<file path="src/rtl/mips_mc_if.sv">
// Shared memory port of the mips_mc core: one valid/ready channel carries
// instruction fetches, loads and stores.
interface mips_mc_if #(
    parameter int ADDR_W = 32
);
    logic              mem_req;
    logic              mem_we;
    logic [ADDR_W-1:0] mem_addr;
    logic [31:0]       mem_wdata;
    logic [31:0]       mem_rdata;
    logic              mem_ready;

    modport master (
        output mem_req, mem_we, mem_addr, mem_wdata,
        input  mem_rdata, mem_ready
    );

    modport slave (
        input  mem_req, mem_we, mem_addr, mem_wdata,
        output mem_rdata, mem_ready
    );
endinterface

</file>
<file path="src/rtl/mips_mc.sv">
// Multi-cycle MIPS subset core with one stallable memory port, halt on fault.
// Optional performance counters (cyc_cnt, instret_cnt) under `MIPS_MC_PERF_EN.
module mips_mc #(
    parameter int          ADDR_W   = 32,
    parameter logic [31:0] RESET_PC = 32'h0000_0000
) (
    input  logic         clk,
    input  logic         reset,
    mips_mc_if.master    bus,
    output logic [31:0]  pc_out,
    output logic         retire,
    output logic         halted
`ifdef MIPS_MC_PERF_EN
    ,
    output logic [31:0]  cyc_cnt,
    output logic [31:0]  instret_cnt
`endif
);

    typedef enum logic [2:0] {
        S_FETCH  = 3'd0,
        S_DECODE = 3'd1,
        S_EXEC   = 3'd2,
        S_MEM    = 3'd3,
        S_WB     = 3'd4,
        S_HALT   = 3'd5
    } state_t;

    localparam logic [5:0] OP_RTYPE = 6'h00;
    localparam logic [5:0] OP_J     = 6'h02;
    localparam logic [5:0] OP_BEQ   = 6'h04;
    localparam logic [5:0] OP_ADDI  = 6'h08;
    localparam logic [5:0] OP_LW    = 6'h23;
    localparam logic [5:0] OP_SW    = 6'h2B;
    localparam logic [5:0] FN_BREAK = 6'h0D;

    state_t      state_r;
    state_t      state_nx_s;
    logic [31:0] pc_r;
    logic [31:0] ir_r;
    logic [31:0] a_r;
    logic [31:0] b_r;
    logic [31:0] tgt_r;
    logic [31:0] alu_r;
    logic [31:0] mdr_r;
    logic [31:0] rf_r [32];

    logic [5:0]  opcode_s;
    logic [5:0]  funct_s;
    logic [4:0]  rs_s;
    logic [4:0]  rt_s;
    logic [4:0]  rd_s;
    logic [31:0] imm_sext_s;
    logic [31:0] ea_s;
    logic [31:0] exec_res_s;
    logic [4:0]  wb_dst_s;
    logic [31:0] wb_data_s;
    logic        is_store_s;

    function automatic logic legal_instr(input logic [31:0] instr);
        logic ok;
        case (instr[31:26])
            OP_RTYPE: begin
                case (instr[5:0])
                    6'h20, 6'h22, 6'h24, 6'h25, 6'h2A, FN_BREAK: ok = 1'b1;
                    default:                                       ok = 1'b0;
                endcase
            end
            OP_J, OP_BEQ, OP_ADDI, OP_LW, OP_SW: ok = 1'b1;
            default:                             ok = 1'b0;
        endcase
        return ok;
    endfunction

    function automatic logic [31:0] alu_op(input logic [5:0] fn, input logic [31:0] a,
                                           input logic [31:0] b);
        logic [31:0] res;
        case (fn)
            6'h20:   res = a + b;
            6'h22:   res = a - b;
            6'h24:   res = a & b;
            6'h25:   res = a | b;
            6'h2A:   res = {31'd0, ($signed(a) < $signed(b))};
            default: res = 32'd0;
        endcase
        return res;
    endfunction

    assign opcode_s   = ir_r[31:26];
    assign funct_s    = ir_r[5:0];
    assign rs_s       = ir_r[25:21];
    assign rt_s       = ir_r[20:16];
    assign rd_s       = ir_r[15:11];
    assign imm_sext_s = {{16{ir_r[15]}}, ir_r[15:0]};
    assign ea_s       = a_r + imm_sext_s;
    assign is_store_s = (opcode_s == OP_SW);
    assign wb_dst_s   = (opcode_s == OP_RTYPE) ? rd_s : rt_s;
    assign wb_data_s  = (opcode_s == OP_LW) ? mdr_r : alu_r;

    // Memory request is gated by reset combinationally so an abandoned
    // transaction drops in the very cycle reset is raised.
    assign bus.mem_req   = !reset && ((state_r == S_FETCH) || (state_r == S_MEM));
    assign bus.mem_we    = !reset && (state_r == S_MEM) && is_store_s;
    assign bus.mem_addr  = (state_r == S_MEM) ? alu_r[ADDR_W-1:0] : pc_r[ADDR_W-1:0];
    assign bus.mem_wdata = b_r;
    assign pc_out        = pc_r;
    assign halted        = !reset && (state_r == S_HALT);

    // Execute-stage result selection.
    always_comb begin
        exec_res_s = ea_s;
        if (opcode_s == OP_RTYPE) begin
            exec_res_s = alu_op(funct_s, a_r, b_r);
        end else begin
            exec_res_s = ea_s;
        end
    end

    // State register.
    always_ff @(posedge clk) begin
        if (reset) begin
            state_r <= S_FETCH;
        end else begin
            state_r <= state_nx_s;
        end
    end

    // Next-state and retire decode.
    always_comb begin
        state_nx_s = state_r;
        retire     = 1'b0;
        case (state_r)
            S_FETCH: begin
                if (bus.mem_ready) state_nx_s = S_DECODE;
                else               state_nx_s = S_FETCH;
            end
            S_DECODE: begin
                if (legal_instr(ir_r)) state_nx_s = S_EXEC;
                else                   state_nx_s = S_HALT;
            end
            S_EXEC: begin
                case (opcode_s)
                    OP_RTYPE: begin
                        if (funct_s == FN_BREAK) state_nx_s = S_HALT;
                        else                     state_nx_s = S_WB;
                    end
                    OP_ADDI: state_nx_s = S_WB;
                    OP_LW, OP_SW: begin
                        if (ea_s[1:0] != 2'b00) state_nx_s = S_HALT;
                        else                    state_nx_s = S_MEM;
                    end
                    OP_BEQ, OP_J: begin
                        state_nx_s = S_FETCH;
                        retire     = 1'b1;
                    end
                    default: state_nx_s = S_HALT;
                endcase
            end
            S_MEM: begin
                if (bus.mem_ready) begin
                    state_nx_s = is_store_s ? S_FETCH : S_WB;
                    retire     = is_store_s;
                end else begin
                    state_nx_s = S_MEM;
                end
            end
            S_WB: begin
                state_nx_s = S_FETCH;
                retire     = 1'b1;
            end
            S_HALT:  state_nx_s = S_HALT;
            default: state_nx_s = S_HALT;
        endcase
        if (reset) begin
            retire = 1'b0;
        end else begin
            retire = retire;
        end
    end

    // Datapath registers and register file.
    always_ff @(posedge clk) begin
        if (reset) begin
            pc_r  <= RESET_PC;
            ir_r  <= 32'd0;
            a_r   <= 32'd0;
            b_r   <= 32'd0;
            tgt_r <= 32'd0;
            alu_r <= 32'd0;
            mdr_r <= 32'd0;
            for (int i = 0; i < 32; i++) begin
                rf_r[i] <= 32'd0;
            end
        end else begin
            case (state_r)
                S_FETCH: begin
                    if (bus.mem_ready) begin
                        ir_r <= bus.mem_rdata;
                        pc_r <= pc_r + 32'd4;
                    end
                end
                S_DECODE: begin
                    a_r   <= (rs_s == 5'd0) ? 32'd0 : rf_r[rs_s];
                    b_r   <= (rt_s == 5'd0) ? 32'd0 : rf_r[rt_s];
                    tgt_r <= pc_r + {imm_sext_s[29:0], 2'b00};
                end
                S_EXEC: begin
                    alu_r <= exec_res_s;
                    if ((opcode_s == OP_BEQ) && (a_r == b_r)) begin
                        pc_r <= tgt_r;
                    end else if (opcode_s == OP_J) begin
                        pc_r <= {pc_r[31:28], ir_r[25:0], 2'b00};
                    end
                end
                S_MEM: begin
                    if (bus.mem_ready && !is_store_s) begin
                        mdr_r <= bus.mem_rdata;
                    end
                end
                S_WB: begin
                    if (wb_dst_s != 5'd0) begin
                        rf_r[wb_dst_s] <= wb_data_s;
                    end
                end
                default: begin
                    pc_r <= pc_r;
                end
            endcase
        end
    end

`ifdef MIPS_MC_PERF_EN
    // Cycle and retired-instruction counters; both wrap naturally.
    always_ff @(posedge clk) begin
        if (reset) begin
            cyc_cnt     <= 32'd0;
            instret_cnt <= 32'd0;
        end else begin
            if (state_r != S_HALT) cyc_cnt <= cyc_cnt + 32'd1;
            else                   cyc_cnt <= cyc_cnt;
            if (retire) instret_cnt <= instret_cnt + 32'd1;
            else        instret_cnt <= instret_cnt;
        end
    end
`endif

endmodule

</file>
<file path="src/flat_wrapper.sv">
// flat-port wrapper written by rule: the top's interface ports become plain ports
module mips_mc_flat 
#(
    parameter int          ADDR_W   = 32,
    parameter logic [31:0] RESET_PC = 32'h0000_0000
)
  (clk, reset, pc_out, retire, halted, bus_mem_req, bus_mem_we, bus_mem_addr, bus_mem_wdata, bus_mem_rdata, bus_mem_ready);
  mips_mc_if #(.ADDR_W(ADDR_W)) bus_i ();
  input  logic clk;
  input  logic reset;
  output logic [31:0] pc_out;
  output logic retire;
  output logic halted;
  output wire logic [$bits(bus_i.mem_req)-1:0] bus_mem_req;
  output wire logic [$bits(bus_i.mem_we)-1:0] bus_mem_we;
  output wire logic [$bits(bus_i.mem_addr)-1:0] bus_mem_addr;
  output wire logic [$bits(bus_i.mem_wdata)-1:0] bus_mem_wdata;
  input wire logic [$bits(bus_i.mem_rdata)-1:0] bus_mem_rdata;
  input wire logic [$bits(bus_i.mem_ready)-1:0] bus_mem_ready;
  assign bus_mem_req = bus_i.mem_req;
  assign bus_mem_we = bus_i.mem_we;
  assign bus_mem_addr = bus_i.mem_addr;
  assign bus_mem_wdata = bus_i.mem_wdata;
  assign bus_i.mem_rdata = bus_mem_rdata;
  assign bus_i.mem_ready = bus_mem_ready;
  mips_mc #(.ADDR_W(ADDR_W), .RESET_PC(RESET_PC)) u_core (.clk(clk), .reset(reset), .bus(bus_i), .pc_out(pc_out), .retire(retire), .halted(halted));
endmodule
</file>
<file path="config.mk">
export PLATFORM = sky130hd
export DESIGN_NAME = mips_mc_flat
export DESIGN_NICKNAME = d
export VERILOG_FILES = /design/src/rtl/mips_mc_if.sv /design/src/rtl/mips_mc.sv /design/src/flat_wrapper.sv
export SDC_FILE = /design/constraint.sdc
export NUM_CORES = 2
export LEC_CHECK = 0
export ABC_CLOCK_PERIOD_IN_PS = 4900
export CORE_MARGIN = 5
export CORE_UTILIZATION = 30
export DETAILED_ROUTE_END_ITERATION = 8
export HOLD_SLACK_MARGIN = 0.03
export SYNTH_ARGS = -nofsm -noshare
export SYNTH_HDL_FRONTEND = slang
export SYNTH_SLANG_ARGS = --single-unit
</file>
<file path="constraint.sdc">
create_clock -name clk -period 4.9 [get_ports clk]
set_input_delay 0.98 -clock clk [delete_from_list [all_inputs] [get_ports clk]]
set_output_delay 0.98 -clock clk [all_outputs]
set_load 0.005 [all_outputs]
</file>
==> flow_metrics.py <==
metrics = {
    "run_status": {
        "outcome": "finished clean",
    },
    "clock_network": {
        "cts_made_buffers": 139,
        "clk_pin_slew_ns": 0.06,
        "cts_num_sinks": 1261,
        "root_buffer": "clkbuf_16",
        "cts-htree-levels": 4,
        "postCtsResizedCells": 0,
        "tritoncts": "done",
        "cts.path.max_buffers": 3,
        "post_cts_hold_buffer_count": 0,
        "number_of_buffers_inserted_by_post_cts_setup_repair": 0,
        "clock_latency_reported_for_the_late_side_of_the_worst_skew_pair_ns": 0.78,
    },
    "place": {
        "placement.io_buffers": 134,
        "placedInstanceArea_mm2": 0.0755,
        "place.detailed.instances": 8570,
        "finalWeightedCongestion": 0.925,
        "hpwlAfterDp_mm": 169,
    },
    "floorplan": {
        "fp.dieW_um": 491,
        "ios": 135,
        "floorplan.core_area_mm2": 0.230,
        "fp.dieArea_mm2": 0.242,
        "starting_density": 0.302,
        "floorplan.die.height_um": 491,
        "floorplan.rows": 176,
    },
    "synth": {
        "ys_ff_latch": 1261,
        "synth_async_reset_ratio": 0,
        "synth_enable_flop_cells": 1024,
        "syn_area_per_cell_um2": 12.3,
        "synthDistinctLibCells": 93,
        "synth.cell_area_mm2": 0.0695,
        "synth_sequential_area_ratio": 0.510,
        "yosysWarnings": 0,
        "post_synth_inst_count": 5658,
        "ys_dominant_reg_cell": "edfxtp_1",
    },
    "global_routing": {
        "antenna_violations_before_repair": 13,
        "grt_pass1_vias": 50100,
        "grt_use_total": 0.208,
        "grt_remaining_overflow": 0,
        "grt_max_degree": 76,
        "grt_first_pass_wirelength_mm": 366,
    },
    "routing": {
        "drt_pass1_iterations": 9,
        "via_count": 51300,
        "postRouteWirelength_mm": 259,
        "antenna_violating_nets_post_route": 0,
        "wire_per_inst_um": 29.3,
        "vias_per_cell": 5.81,
        "drc": 0,
        "drt_first_iter_violations": 7108,
    },
    "setup_path": {
        "setup.worst_path.end_class": "output port",
        "setup.reg_to_reg.worst_slack_ns": 0.84,
        "critPathRequiredTime_ns": 3.92,
        "crit_path_max_fanout": 25,
        "start_kind": "flip-flop",
        "critical_path_class": "reg2out",
        "worst_ep_arrival_time_ns": 3.33,
    },
    "sta": {
        "min_period_ns": 4.31,
        "rsz0062_at_grt": "no",
        "fin_skew_ns": 0.0412,
        "setup_viol": 0,
        "finalHoldViolations": 0,
        "worstMarginPinSlew_ns": 1.32,
        "max_slew_margin": 0.104,
        "report.final.slew_viol_count": 0,
        "setup-tns-final_ns": 0,
        "hold-worst-slack_ns": 0.453,
        "layout_worst_path_cycle_share": 0.881,
        "maxClockFrequency_mhz": 232,
    },
    "final_layout": {
        "layout-drive-gt1-share": 0.208,
        "syn2layout_area_growth_pct": 15.0,
        "final_instance_count_without_filler_cells": 8818,
        "final_design_area_no_fill_mm2": 0.0800,
        "final_common_cell": "nor2_1",
        "final_net_count": 5893,
        "most-common-layout-cells": "1285 x nor2_1, 1024 x edfxtp_1, 640 x mux4_2",
        "final.fill_count": 22300,
    },
    "power_and_ir_drop": {
        "power_density_mw_per_mm2": 369,
        "vdd_ir_drop_max_mv": 0.285,
        "power.total_mw": 29.5,
        "power.static_leakage_nw": 25.8,
    },
    "flow_run": {
        "drv_cap": 0,
    },
    "hold_path": {
        "timing.hold.worst.class": "reg2reg",
    },
}
-- layout make-up --
type                       count  area (um^2)  area share
multi-input combinational   3826        32300       0.404
timing repair buffer         348         3400      0.0425
clock buffer                 169         3740      0.0467
clock inverter                77          786     0.00982
sequential                  1261        35500       0.444
antenna                        2         5.00   0.0000626
inverter                     109          409     0.00512
tap                         3026         3790      0.0473
-- sequential cells by signal, summed over array words and instances (netlist names), named ones only --
register	flops
u_core.mdr_r	32
u_core.alu_r	32
u_core.tgt_r	32
u_core.a_r	32
u_core.bus.mem_wdata	32
u_core.rf_r	1024
u_core.state_r	3
u_core.pc_out	32
u_core.ir_r	32
-- synth_stat cells, types with 5 or more instances --
| cell type | count | area (um^2) |
|---|---|---|
| a211o_1 | 5 | 43.8 |
| a211oi_1 | 29 | 218 |
| a21o_1 | 47 | 353 |
| a21oi_1 | 342 | 1710 |
| a221oi_1 | 21 | 184 |
| a22oi_1 | 9 | 67.6 |
| a31oi_1 | 21 | 131 |
| and2_1 | 12 | 75.1 |
| and3_1 | 30 | 188 |
| buf_1 | 74 | 278 |
| buf_2 | 42 | 210 |
| buf_6 | 7 | 78.8 |
| clkbuf_1 | 362 | 1360 |
| clkbuf_8 | 6 | 82.6 |
| dfxtp_1 | 237 | 4740 |
| edfxtp_1 | 1024 | 30700 |
| ha_1 | 169 | 2110 |
| inv_1 | 108 | 405 |
| mux2i_1 | 128 | 1280 |
| mux4_2 | 640 | 14400 |
| nand2_1 | 430 | 1610 |
| nand2b_1 | 46 | 288 |
| nand3_1 | 56 | 280 |
| nand3b_1 | 14 | 105 |
| nand4_1 | 8 | 50.1 |
| nor2_1 | 1287 | 4830 |
| nor2b_1 | 22 | 138 |
| nor3_1 | 63 | 315 |
| nor4_1 | 19 | 119 |
| o211ai_1 | 13 | 97.6 |
| o21a_1 | 15 | 113 |
| o21ai_0 | 105 | 526 |
| o21bai_1 | 20 | 150 |
| o221ai_1 | 26 | 228 |
| o22ai_1 | 11 | 68.8 |
| o31ai_1 | 13 | 97.6 |
| or2_2 | 7 | 43.8 |
| or3_1 | 6 | 37.5 |
| or4_1 | 6 | 45.0 |
| xnor2_1 | 64 | 561 |
| xor2_1 | 24 | 210 |
-- worst paths after layout --
| kind | cells after the start | startpoint | end |
|---|---|---|---|
| min reg2reg | 2 | u_core.tgt_r[10] | u_core.tgt_r[10] |
| max reg2reg | 11 | u_core.bus.mem_wdata[1] | u_core.pc_out[8] |
| min | 2 | u_core.tgt_r[10] | u_core.tgt_r[10] |
| max | 6 | u_core.state_r[1] | bus_mem_addr[18] |
-- stage by stage --
step / util / worst slack (ns)
global route: 0.347 / 0.352
finish: 0.347 / 0.585
CTS: 0.347 / 0.561
floorplan: - / 1.54
detailed placement: 0.328 / 0.720
global placement: 0.328 / 0.782
-- critical path, cell delays in order, from the launching register on --
cell and delay [ns]:
dfxtp_1 0.61, nand2_1 0.14, nor2_2 0.79, buf_4 0.32, nand2_1 0.07, nand2_1 0.10
clkdlybuf4s50_1 0.53
-- where the power goes --
group          total, mW  internal (mW)  switching [mW]  leakage [nW]
Combinational       6.38           2.56            3.82          11.1
Clock               10.6           6.04            4.60          2.20
Sequential          12.5           12.0           0.535          12.5
-- routing by layer --
layer,global-route usage,up-vias,wire (um)
met2,0.331,3445,120000
met4,0.0700,10,9550
met3,0.0502,528,30200
met5,0,-,65
li1,-,21100,-
met1,0.278,26200,99300
-- kinds of logic after synthesis --
group           Yosys count  share of synthesized area
compound gates          738                     0.0666
buf+inv                 602                     0.0350
other cells               1                  0.0000539
simple gates           2025                      0.119
mux                     770                      0.226
flops                  1261                      0.510
xor+xnor                 88                     0.0111
fa+ha+maj               173                     0.0316
Note: power is estimated with default switching activity, not from simulation.
